===== src/rtl/serial_adder_pkg.sv =====
// serial_adder_pkg: shared state encoding and default width for the bit-serial adder
package serial_adder_pkg;
    localparam int DEFAULT_WIDTH = 8;
    typedef enum logic [1:0] {IDLE = 2'd0, SHIFT = 2'd1, DONE = 2'd2} state_t;
endpackage


===== src/rtl/full_adder.sv =====
// full_adder: 1-bit full adder
module full_adder (
    input  logic x,
    input  logic y,
    input  logic c_in,
    output logic sum,
    output logic c_out
);
    assign sum   = x ^ y ^ c_in;
    assign c_out = (x & y) | (c_in & (x ^ y));
endmodule


===== src/rtl/serial_adder.sv =====
// serial_adder: adds two WIDTH-bit operands one bit per cycle, LSB first, through a single full adder
module serial_adder
    import serial_adder_pkg::*;
#(
    parameter int WIDTH = DEFAULT_WIDTH
) (
    input  logic             clk,
    input  logic             rst,
    input  logic             start,
    input  logic [WIDTH-1:0] a,
    input  logic [WIDTH-1:0] b,
    input  logic             c_in,
    output logic             ready,
    output logic             busy,
    output logic             done,
    output logic [WIDTH-1:0] sum,
    output logic             c_out
);
    localparam int CW = $clog2(WIDTH + 1);
    localparam logic [CW-1:0] LAST = CW'(WIDTH - 1);
    state_t           state;
    logic [WIDTH-1:0] a_q, b_q;
    logic             carry;
    logic [CW-1:0]    cnt;
    logic             fa_sum, fa_cout;
    full_adder u_fa (
        .x    (a_q[0]),
        .y    (b_q[0]),
        .c_in (carry),
        .sum  (fa_sum),
        .c_out(fa_cout)
    );
    assign ready = state == IDLE;
    assign busy  = state == SHIFT;
    assign done  = state == DONE;
    always_ff @(posedge clk or posedge rst) begin
        if (rst) begin
            state <= IDLE;
            a_q   <= '0;
            b_q   <= '0;
            carry <= 1'b0;
            cnt   <= '0;
            sum   <= '0;
            c_out <= 1'b0;
        end else begin
            case (state)
                IDLE: if (start) begin
                    a_q   <= a;
                    b_q   <= b;
                    carry <= c_in;
                    cnt   <= '0;
                    state <= SHIFT;
                end
                SHIFT: begin
                    // result bits enter at the MSB so the LSB lands in place after WIDTH shifts
                    sum   <= {fa_sum, sum[WIDTH-1:1]};
                    carry <= fa_cout;
                    a_q   <= a_q >> 1;
                    b_q   <= b_q >> 1;
                    cnt   <= cnt + CW'(1);
                    if (cnt == LAST) begin
                        c_out <= fa_cout;
                        state <= DONE;
                    end
                end
                default: state <= IDLE;
            endcase
        end
    end
endmodule


===== config.mk =====
export PLATFORM = sky130hd
export DESIGN_NAME = serial_adder
export DESIGN_NICKNAME = d
export VERILOG_FILES = /design/src/rtl/serial_adder_pkg.sv /design/src/rtl/full_adder.sv /design/src/rtl/serial_adder.sv
export SDC_FILE = /design/constraint.sdc
export NUM_CORES = 1
export LEC_CHECK = 0
export CAP_MARGIN = 20
export CORE_MARGIN = 2
export CORE_UTILIZATION = 50
export DETAILED_ROUTE_END_ITERATION = 10
export GPL_TIMING_DRIVEN = 0
export PLACE_DENSITY_LB_ADDON = 0.1
export SYNTH_ARGS = -nofsm -noshare
export SYNTH_HDL_FRONTEND = slang
export SYNTH_HIERARCHICAL = 1
export SYNTH_SLANG_ARGS = --single-unit

===== constraint.sdc =====
create_clock -name clk -period 1.9 [get_ports clk]
set_clock_uncertainty 0.1 [all_clocks]
set_input_delay 0.285 -clock clk [delete_from_list [all_inputs] [get_ports clk]]
set_output_delay 0.285 -clock clk [all_outputs]
set_load 0.02 [all_outputs]

==> results of run 1 <==
metrics by stage:
step	setup WS, ps	util
global placement	-161.0	0.6628
finish	69.02	0.6980
CTS	1.218	0.6976
detailed placement	-130.8	0.6726
floorplan	423.8	-
global route	-4.585	0.6980
metal layers:
metal  up-vias  wire length (um)
met3         8               179
met1       633              1421
met5         -                 0
met2        30              1692
met4         0                56
li1        612                 -
kinds of logic after synthesis:
logic type,share of synthesized area
compound gates,0.1964
fa+ha+maj,0.02154
buf+inv,0.04474
flops,0.5302
mux,0.01408
simple gates,0.1930
layout make-up:
cell class	count	share of cell area
inverter	2	0.003834
timing repair buffer	33	0.1719
multi-input combinational	108	0.3291
clock buffer	8	0.03003
tap	31	0.01981
sequential	32	0.4096
buffer	10	0.03578
synthesized netlist by cell type (all sizes together):
cell	number	share of area
dfrtp	32	0.53
nand2	32	0.080
a21oi	16	0.053
o21ai	16	0.053
a22oi	10	0.050
nor2b	9	0.037
buf	8	0.035
and3b	5	0.029
and2b	3	0.015
a22o	2	0.012
a32o	2	0.013
clkbuf	2	0.0050
inv	2	0.0050
nand2b	2	0.0099
nand3	2	0.0066
nor2	2	0.0050
fa	1	0.013
ha	1	0.0083
mux2	1	0.0075
mux2i	1	0.0066
nor3	1	0.011
o21bai	1	0.0050
o311ai	1	0.011
path summary, 6_finish.rpt:
kind / to / slack (ps) / depth (start not counted)
setup / recovery: ready / 70 / 3
hold / removal: sum[2] / 230 / 2
setup reg to reg: c_out / 470 / 4
hold reg to reg: sum[0] / 390 / 2
max in group asynchronous: state[0] / 960 / 3
min in group clk: sum[0] / 390 / 2
what timing repair did:
action / CTS / global route
setup endpoints to repair: 3 / 3
pin swaps: 0 / 0
buffers inserted: 0 / 1
gates resized for setup: 13 / 5
state kept, by name (all words and copies together) (netlist names):
signal and cells:
b_q 8, carry 1, a_q 8, cnt 4, sum 8, state 2, c_out 1
critical path, cell delays in order, from the launching register on:
cell,delay [ps]
dfrtp_2,480
buf_4,200
nor2_2,150
clkdlybuf4s15_2,280
where the power goes:
part | total, mW | internal [mW] | switching (mW)
Clock | 0.410 | 0.182 | 0.228
Sequential | 1.18 | 0.956 | 0.223
Combinational | 1.35 | 0.609 | 0.738
Total | 2.94 | 1.75 | 1.19
==> flow_metrics.py, run 1 <==
metrics = {
    "drt": {
        "antenna_left": 0,
        "post-route-drc-count": 1,
        "drt_iter0_drc": 87,
        "drt_pass1_iterations": 7,
        "drt_wl_total_um": 3349,
        "vias": 1283,
        "routed_via_density": 5.728,
        "routedWlPerCell_um": 14.95,
    },
    "global_route": {
        "grt_pass1_vias": 1277,
        "antenna_found_initial": 0,
        "met2_usage": 0.3794,
        "grtUsageTotal": 0.2234,
        "grt_max_degree": 20,
        "use_met3": 0.07033,
        "grt_pass1_wl_um": 5720,
        "met1_usage": 0.2597,
        "grt_overflow": 0,
        "grt.busiest_layer": "met2",
    },
    "clock_network": {
        "insertion_delay_ps": 340,
        "holdBufCountCts": 0,
        "clkTransAtPathRegs_ps": 100,
        "cts-buffers-inserted": 5,
        "cts_root_buf": "clkbuf_4",
        "cts.sinks": 32,
        "cts_tree": "done",
        "cts_buffer_depth": 2,
        "ctsHtreeMaxLevel": 2,
    },
    "flow_run": {
        "cap_violations": 0,
    },
    "final_layout": {
        "final_layout_size_suffix_gt1_frac": 0.1295,
        "layout_common_cells": "nand2_1 (32), dfrtp_1 (31), clkdlybuf4s50_1 (28)",
        "num-nets-final": 214,
        "seqCellArea_um2": 802.0,
        "diodes": 0,
        "layout_commonest_cell": "nand2_1",
        "fillers": 247,
        "finalNonFillerCells": 224,
        "synthToLayoutAreaGrowth_pct": 29.66,
        "design_area_um2": 1958,
        "multi_input_area_um2": 644.4,
    },
    "placed_design": {
        "dpl_cell_area_um2": 1887,
        "port_buffers": 31,
        "dp.cells": 215,
        "place_congestion": 0.7561,
        "post-dp-hpwl_um": 2372,
    },
    "timing": {
        "fin_hold_ws_ps": 226.2,
        "timing.final.hold_violations": 0,
        "slew_headroom": 0.5936,
        "fin_crit_sh": 0.9637,
        "slew_viol_final": 0,
        "tightest_slew_ps": 608.9,
        "min_period_ps": 1831,
        "finalSetupViolCount": 0,
        "fin_setup_tns_ps": 0,
        "max_freq_mhz": 546.2,
    },
    "floorplanning": {
        "coreArea_um2": 2805,
        "num_rows": 19,
        "die_x_um": 58.96,
        "die_h_um": 58.96,
        "dieArea_um2": 3476,
        "start_util": 0.5384,
        "io_pins": 32,
    },
    "run_status": {
        "violations": "design-rule violations",
        "outcome": "complete, but fails checks",
    },
    "pwr": {
        "powerDensity_nw_per_um2": 1499,
        "total_power_mw": 2.936,
        "ir_worst_vdd_uv": 836.9,
        "power_leakage_nw": 0.9104,
    },
    "synthesis": {
        "avgSynthCellArea_um2": 9.936,
        "syn_nets": 174,
        "synth_area_um2": 1510,
        "ys_warn_count": 6,
        "yosys.cell_types.count": 26,
        "synth_seq_cells": 32,
        "postSynthCellCount": 152,
        "synth_seq_area_share": 0.5302,
    },
    "worst_setup_path": {
        "path_class": "reg -> out",
        "critPathRequiredTime_ps": 1510,
        "crit_path_end_kind": "output pin",
        "cp-startpoint": "state[0]",
        "arrival_ps": 1450,
        "worstReg2RegStart": "cnt[0]",
        "crit_fanout": 10,
        "cp-start-kind": "flop",
    },
    "min_path": {
        "worstHoldPathType": "in -> async",
    },
}
Power figures use the tool's default switching activity.
==> run 2: changes to the inputs <==
- CAP_MARGIN: 20 -> 15
==> flow_metrics.py, run 2 (same netlist as run 1, synthesis figures left out) <==
metrics = {
    "global_route": {
        "grt_max_degree": 33,
        "grt_pass1_vias": 1213,
        "antenna_found_initial": 0,
        "grt_pass1_wl_um": 5457,
        "grt_overflow": 0,
        "grtUsageTotal": 0.2148,
    },
    "timing": {
        "fin_crit_sh": 0.9421,
        "fin_ws_ps": 110.0,
        "rsz0062_at_grt": "false",
        "max_freq_mhz": 558.6,
        "slew_headroom": 0.7163,
        "finalSetupViolCount": 0,
        "tightest_slew_ps": 425.0,
        "min_period_ps": 1790,
        "timing.final.hold_violations": 0,
        "slew_viol_final": 0,
    },
    "min_path": {
        "worstHoldPathType": "in -> async",
    },
    "worst_setup_path": {
        "r2r_slack_ps": 460,
        "regToRegEndpoint": "c_out",
        "r2r_cells": 4,
        "crit_path_end_kind": "output pin",
        "arrival_ps": 1410,
        "critPathRequiredTime_ps": 1510,
        "worstReg2RegStart": "cnt[0]",
        "endpoint": "busy",
        "crit_fanout": 10,
        "cp-start-kind": "flop",
        "path_class": "reg -> out",
        "cp-startpoint": "state[1]",
    },
    "run_status": {
        "outcome": "complete, but fails checks",
        "violations": "design-rule violations",
    },
    "placed_design": {
        "dp.cells": 214,
        "dpl_cell_area_um2": 1859,
        "place_congestion": 0.7561,
        "post-dp-hpwl_um": 2297,
        "port_buffers": 31,
        "post-place-ws_ps": -147.1,
    },
    "drt": {
        "drt_pass1_iterations": 7,
        "post-route-drc-count": 1,
        "vias": 1250,
        "routedWlPerCell_um": 14.75,
        "drt_wl_total_um": 3289,
        "antenna_left": 0,
        "drt_iter0_drc": 55,
        "routed_via_density": 5.605,
    },
    "floorplanning": {
        "die_x_um": 58.96,
        "die_h_um": 58.96,
        "coreArea_um2": 2805,
        "io_pins": 32,
        "num_rows": 19,
        "start_util": 0.5384,
        "dieArea_um2": 3476,
    },
    "flow_run": {
        "cap_violations": 0,
    },
    "clock_network": {
        "cts_tree": "done",
        "ctsHtreeMaxLevel": 2,
        "clkTransAtPathRegs_ps": 90,
        "cts_buffer_depth": 2,
        "holdBufCountCts": 0,
        "cts_setup_buffers": 0,
        "cts-buffers-inserted": 5,
        "cts.sinks": 32,
        "cts_root_buf": "clkbuf_4",
        "insertion_delay_ps": 330,
    },
    "final_layout": {
        "layout_commonest_cell": "nand2_1",
        "diodes": 0,
        "layout_common_cells": "nand2_1 (32), dfrtp_1 (31), clkdlybuf4s50_1 (28)",
        "fillers": 243,
        "num-nets-final": 213,
        "final_layout_size_suffix_gt1_frac": 0.1250,
        "finalNonFillerCells": 223,
        "design_area_um2": 1951,
        "synthToLayoutAreaGrowth_pct": 29.16,
        "top_regs": "a_q: 8 flops, b_q: 8 flops, sum: 8 flops",
    },
    "pwr": {
        "powerDensity_nw_per_um2": 1493,
        "ir_worst_vdd_uv": 836.6,
        "power_leakage_nw": 0.9076,
    },
}
## run 2: cell types whose count changed in the layout (fill, tap and decap cells not counted), sizes merged
cell           previous run  this run
buf                      13        12
clkdlybuf4s15             1         0
clkbuf                    9        10
## run 2: worst max-delay path: stages (launching register included)
cell and delay (ps):
dfrtp_1 420, nand2b_2 230, inv_1 80, buf_4 160
buf_2 180
## run 2: layout make-up
type	count	area [um2]	area share
well taps	31	38.79	0.01988
flip-flops and latches	32	802.0	0.4112
multi-input cells	108	644.4	0.3303
plain buffers	10	76.32	0.03913
inverters	2	7.507	0.003849
repair buffers	32	322.8	0.1655
clock buffers	8	58.81	0.03015
## run 2: worst min path at each step
| stage | end | slack (ps) | cells after the start |
|---|---|---|---|
| floorplan | a_q[0] | 300 | 1 |
| global placement | sum[0] | 360 | 2 |
| detailed placement | sum[0] | 370 | 2 |
| CTS | sum[0] | 390 | 2 |
| global route | sum[6] | 160 | 2 |
| finish | sum[2] | 150 | 2 |
## run 2: stage by stage
step                      setup TNS [ps]    util  hold slack (ps)  total power, mW
final                                  0  0.6954            153.5            2.912
after global routing                   0  0.6954            161.4            3.155
after CTS                              0  0.6900            388.0            2.940
after detailed placement          -170.0  0.6628            365.4            2.517
after global placement            -172.4  0.6628            362.0            2.456
after floorplan                        0       -            301.2            2.033
## run 2: repair_timing
action | 4_1_cts | 5_1_grt
setup endpoints to repair | 3 | 3
gates resized for setup | 14 | 5
cloned | 0 | 0
## run 2: power breakdown
group | leakage [nW] | switching, mW | internal (mW)
registers | 0.415 | 0.223 | 0.955
clock network | 0.0326 | 0.222 | 0.182
logic | 0.460 | 0.729 | 0.601
## run 2: routing by layer
layer | vias to the layer above | track usage | wire (um)
li1 | 603 | - | -
met1 | 607 | 0.2662 | 1381
met2 | 34 | 0.3635 | 1663
met3 | 6 | 0.06593 | 197
met4 | 0 | 0.05844 | 46
met5 | - | 0 | 0
==> run 3: changes to the inputs <==
--- a/config.mk
+++ b/config.mk
@@ -8,5 +8,5 @@
 export CAP_MARGIN = 15
 export CORE_MARGIN = 2
-export CORE_UTILIZATION = 50
+export CORE_UTILIZATION = 40
 export DETAILED_ROUTE_END_ITERATION = 10
 export GPL_TIMING_DRIVEN = 0
==> constraint.sdc (replaced) <==
create_clock -name clk -period 1.9 [get_ports clk]
set_clock_uncertainty 0.1 [all_clocks]
set_input_delay 0.38 -clock clk [delete_from_list [all_inputs] [get_ports clk]]
set_output_delay 0.38 -clock clk [all_outputs]
set_load 0.02 [all_outputs]
==> flow_metrics.py, run 3 (same netlist as run 1, synthesis figures left out) <==
metrics = {
    "final_layout": {
        "top_regs": "a_q: 8 flops, b_q: 8 flops, sum: 8 flops",
        "synthToLayoutAreaGrowth_pct": 34.88,
        "seqCellArea_um2": 802.0,
        "design_area_um2": 2037,
        "final_layout_size_suffix_gt1_frac": 0.1302,
        "layout_commonest_cell": "nand2_1",
        "fin_util": 0.5606,
        "layout_common_cells": "nand2_1 (32), dfrtp_1 (31), clkdlybuf4s50_1 (28)",
        "multi_input_area_um2": 641.9,
        "fillers": 351,
        "num-nets-final": 213,
        "diodes": 0,
        "finalNonFillerCells": 240,
    },
    "floorplanning": {
        "coreArea_um2": 3633,
        "io_pins": 32,
        "start_util": 0.4156,
        "num_rows": 22,
        "die_x_um": 65.45,
        "die_h_um": 65.45,
        "dieArea_um2": 4283,
    },
    "pwr": {
        "total_power_mw": 3.203,
        "powerDensity_nw_per_um2": 1572,
        "ir_worst_vdd_uv": 757.1,
        "power_leakage_nw": 0.9398,
    },
    "global_route": {
        "grtUsageTotal": 0.1769,
        "grt_pass1_wl_um": 5637,
        "antenna_found_initial": 0,
        "grt_overflow": 0,
        "grt_pass1_vias": 1243,
        "grt_max_degree": 21,
    },
    "worst_setup_path": {
        "crit_path_cell_trace": "buf_4, nor2_1, buf_2",
        "r2r_cells": 4,
        "cp_slowest_cell": "dfrtp_2",
        "cp-start-kind": "flop",
        "regToRegEndpoint": "c_out",
        "crit_fanout": 10,
        "max_stage_delay_ps": 480,
        "worstReg2RegStart": "cnt[0]",
        "path_class": "reg -> out",
        "crit_path_end_kind": "output pin",
        "r2r_slack_ps": 490,
        "critPathRequiredTime_ps": 1420,
        "arrival_ps": 1340,
    },
    "drt": {
        "drt_iter0_drc": 39,
        "vias": 1238,
        "routedWlPerCell_um": 13.30,
        "routed_via_density": 5.158,
        "drt_wl_total_um": 3191,
        "antenna_left": 0,
        "drt_pass1_iterations": 4,
        "post-route-drc-count": 0,
    },
    "clock_network": {
        "cts-buffers-inserted": 5,
        "cts_tree": "done",
        "cts_setup_buffers": 0,
        "ctsHtreeMaxLevel": 2,
        "holdBufCountCts": 0,
        "insertion_delay_ps": 290,
        "clkTransAtPathRegs_ps": 70,
        "cts_root_buf": "clkbuf_8",
        "cts.sinks": 32,
        "cts_buffer_depth": 2,
    },
    "timing": {
        "tightest_slew_ps": 580.3,
        "min_period_ps": 1815,
        "slew_viol_final": 0,
        "max_freq_mhz": 550.9,
        "rsz0062_at_grt": "false",
        "fin_ws_ps": 84.79,
        "fin_hold_ws_ps": 344.3,
        "finalSetupViolCount": 0,
        "slew_headroom": 0.6127,
        "timing.final.hold_violations": 0,
        "fin_crit_sh": 0.9554,
        "fin_setup_tns_ps": 0,
    },
    "min_path": {
        "worstHoldPathType": "in -> async",
    },
    "placed_design": {
        "dp.cells": 232,
        "post-dp-hpwl_um": 2294,
        "dpl_cell_area_um2": 1908,
        "port_buffers": 31,
        "post-place-ws_ps": -245.9,
        "place_congestion": 0.7354,
    },
    "run_status": {
        "outcome": "completed",
    },
    "flow_run": {
        "cap_violations": 0,
    },
}
==> run 3: report_power, final <==
group	switching (mW)	internal [mW]
Combinational	0.709	0.599
Sequential	0.223	0.958
Clock	0.251	0.462
Total	1.18	2.02
==> run 3: worst max-delay path by stage <==
stage	from	end
floorplan	state[1]	done
global placement	state[1]	done
detailed placement	state[1]	done
global route	state[0]	ready
CTS	state[1]	done
finish	state[0]	ready
==> run 3: cell type report <==
type                            instances  share of cell area
Tap cell                               48             0.02948
Buffer                                 10             0.03747
Inverter                                2            0.003686
Clock inverter                          1             0.01474
Multi-Input combinational cell        108              0.3151
Sequential cell                        32              0.3937
Clock buffer                            7             0.04730
Timing Repair Buffer                   32              0.1585
==> run 3: critical path: cells and delay by family, from the launching register on <==
kind | cells | cell delay [ps]
buffers and inverters | 2 | 390
flip-flops | 1 | 480
AND/OR/NAND/NOR | 1 | 170
==> run 3: metal layers <==
layer | up-vias | track usage | part of all wire
li1 | 604 | - | -
met1 | 601 | 0.2064 | 0.45
met2 | 27 | 0.3048 | 0.48
met3 | 6 | 0.06164 | 0.048
met4 | 0 | 0.05469 | 0.016
met5 | - | 0 | 0
==> run 3: timing repair <==
action	CTS	global route
gates resized for setup	17	1
hold endpoints to repair	0	0
endpoints found under the setup margin	3	1
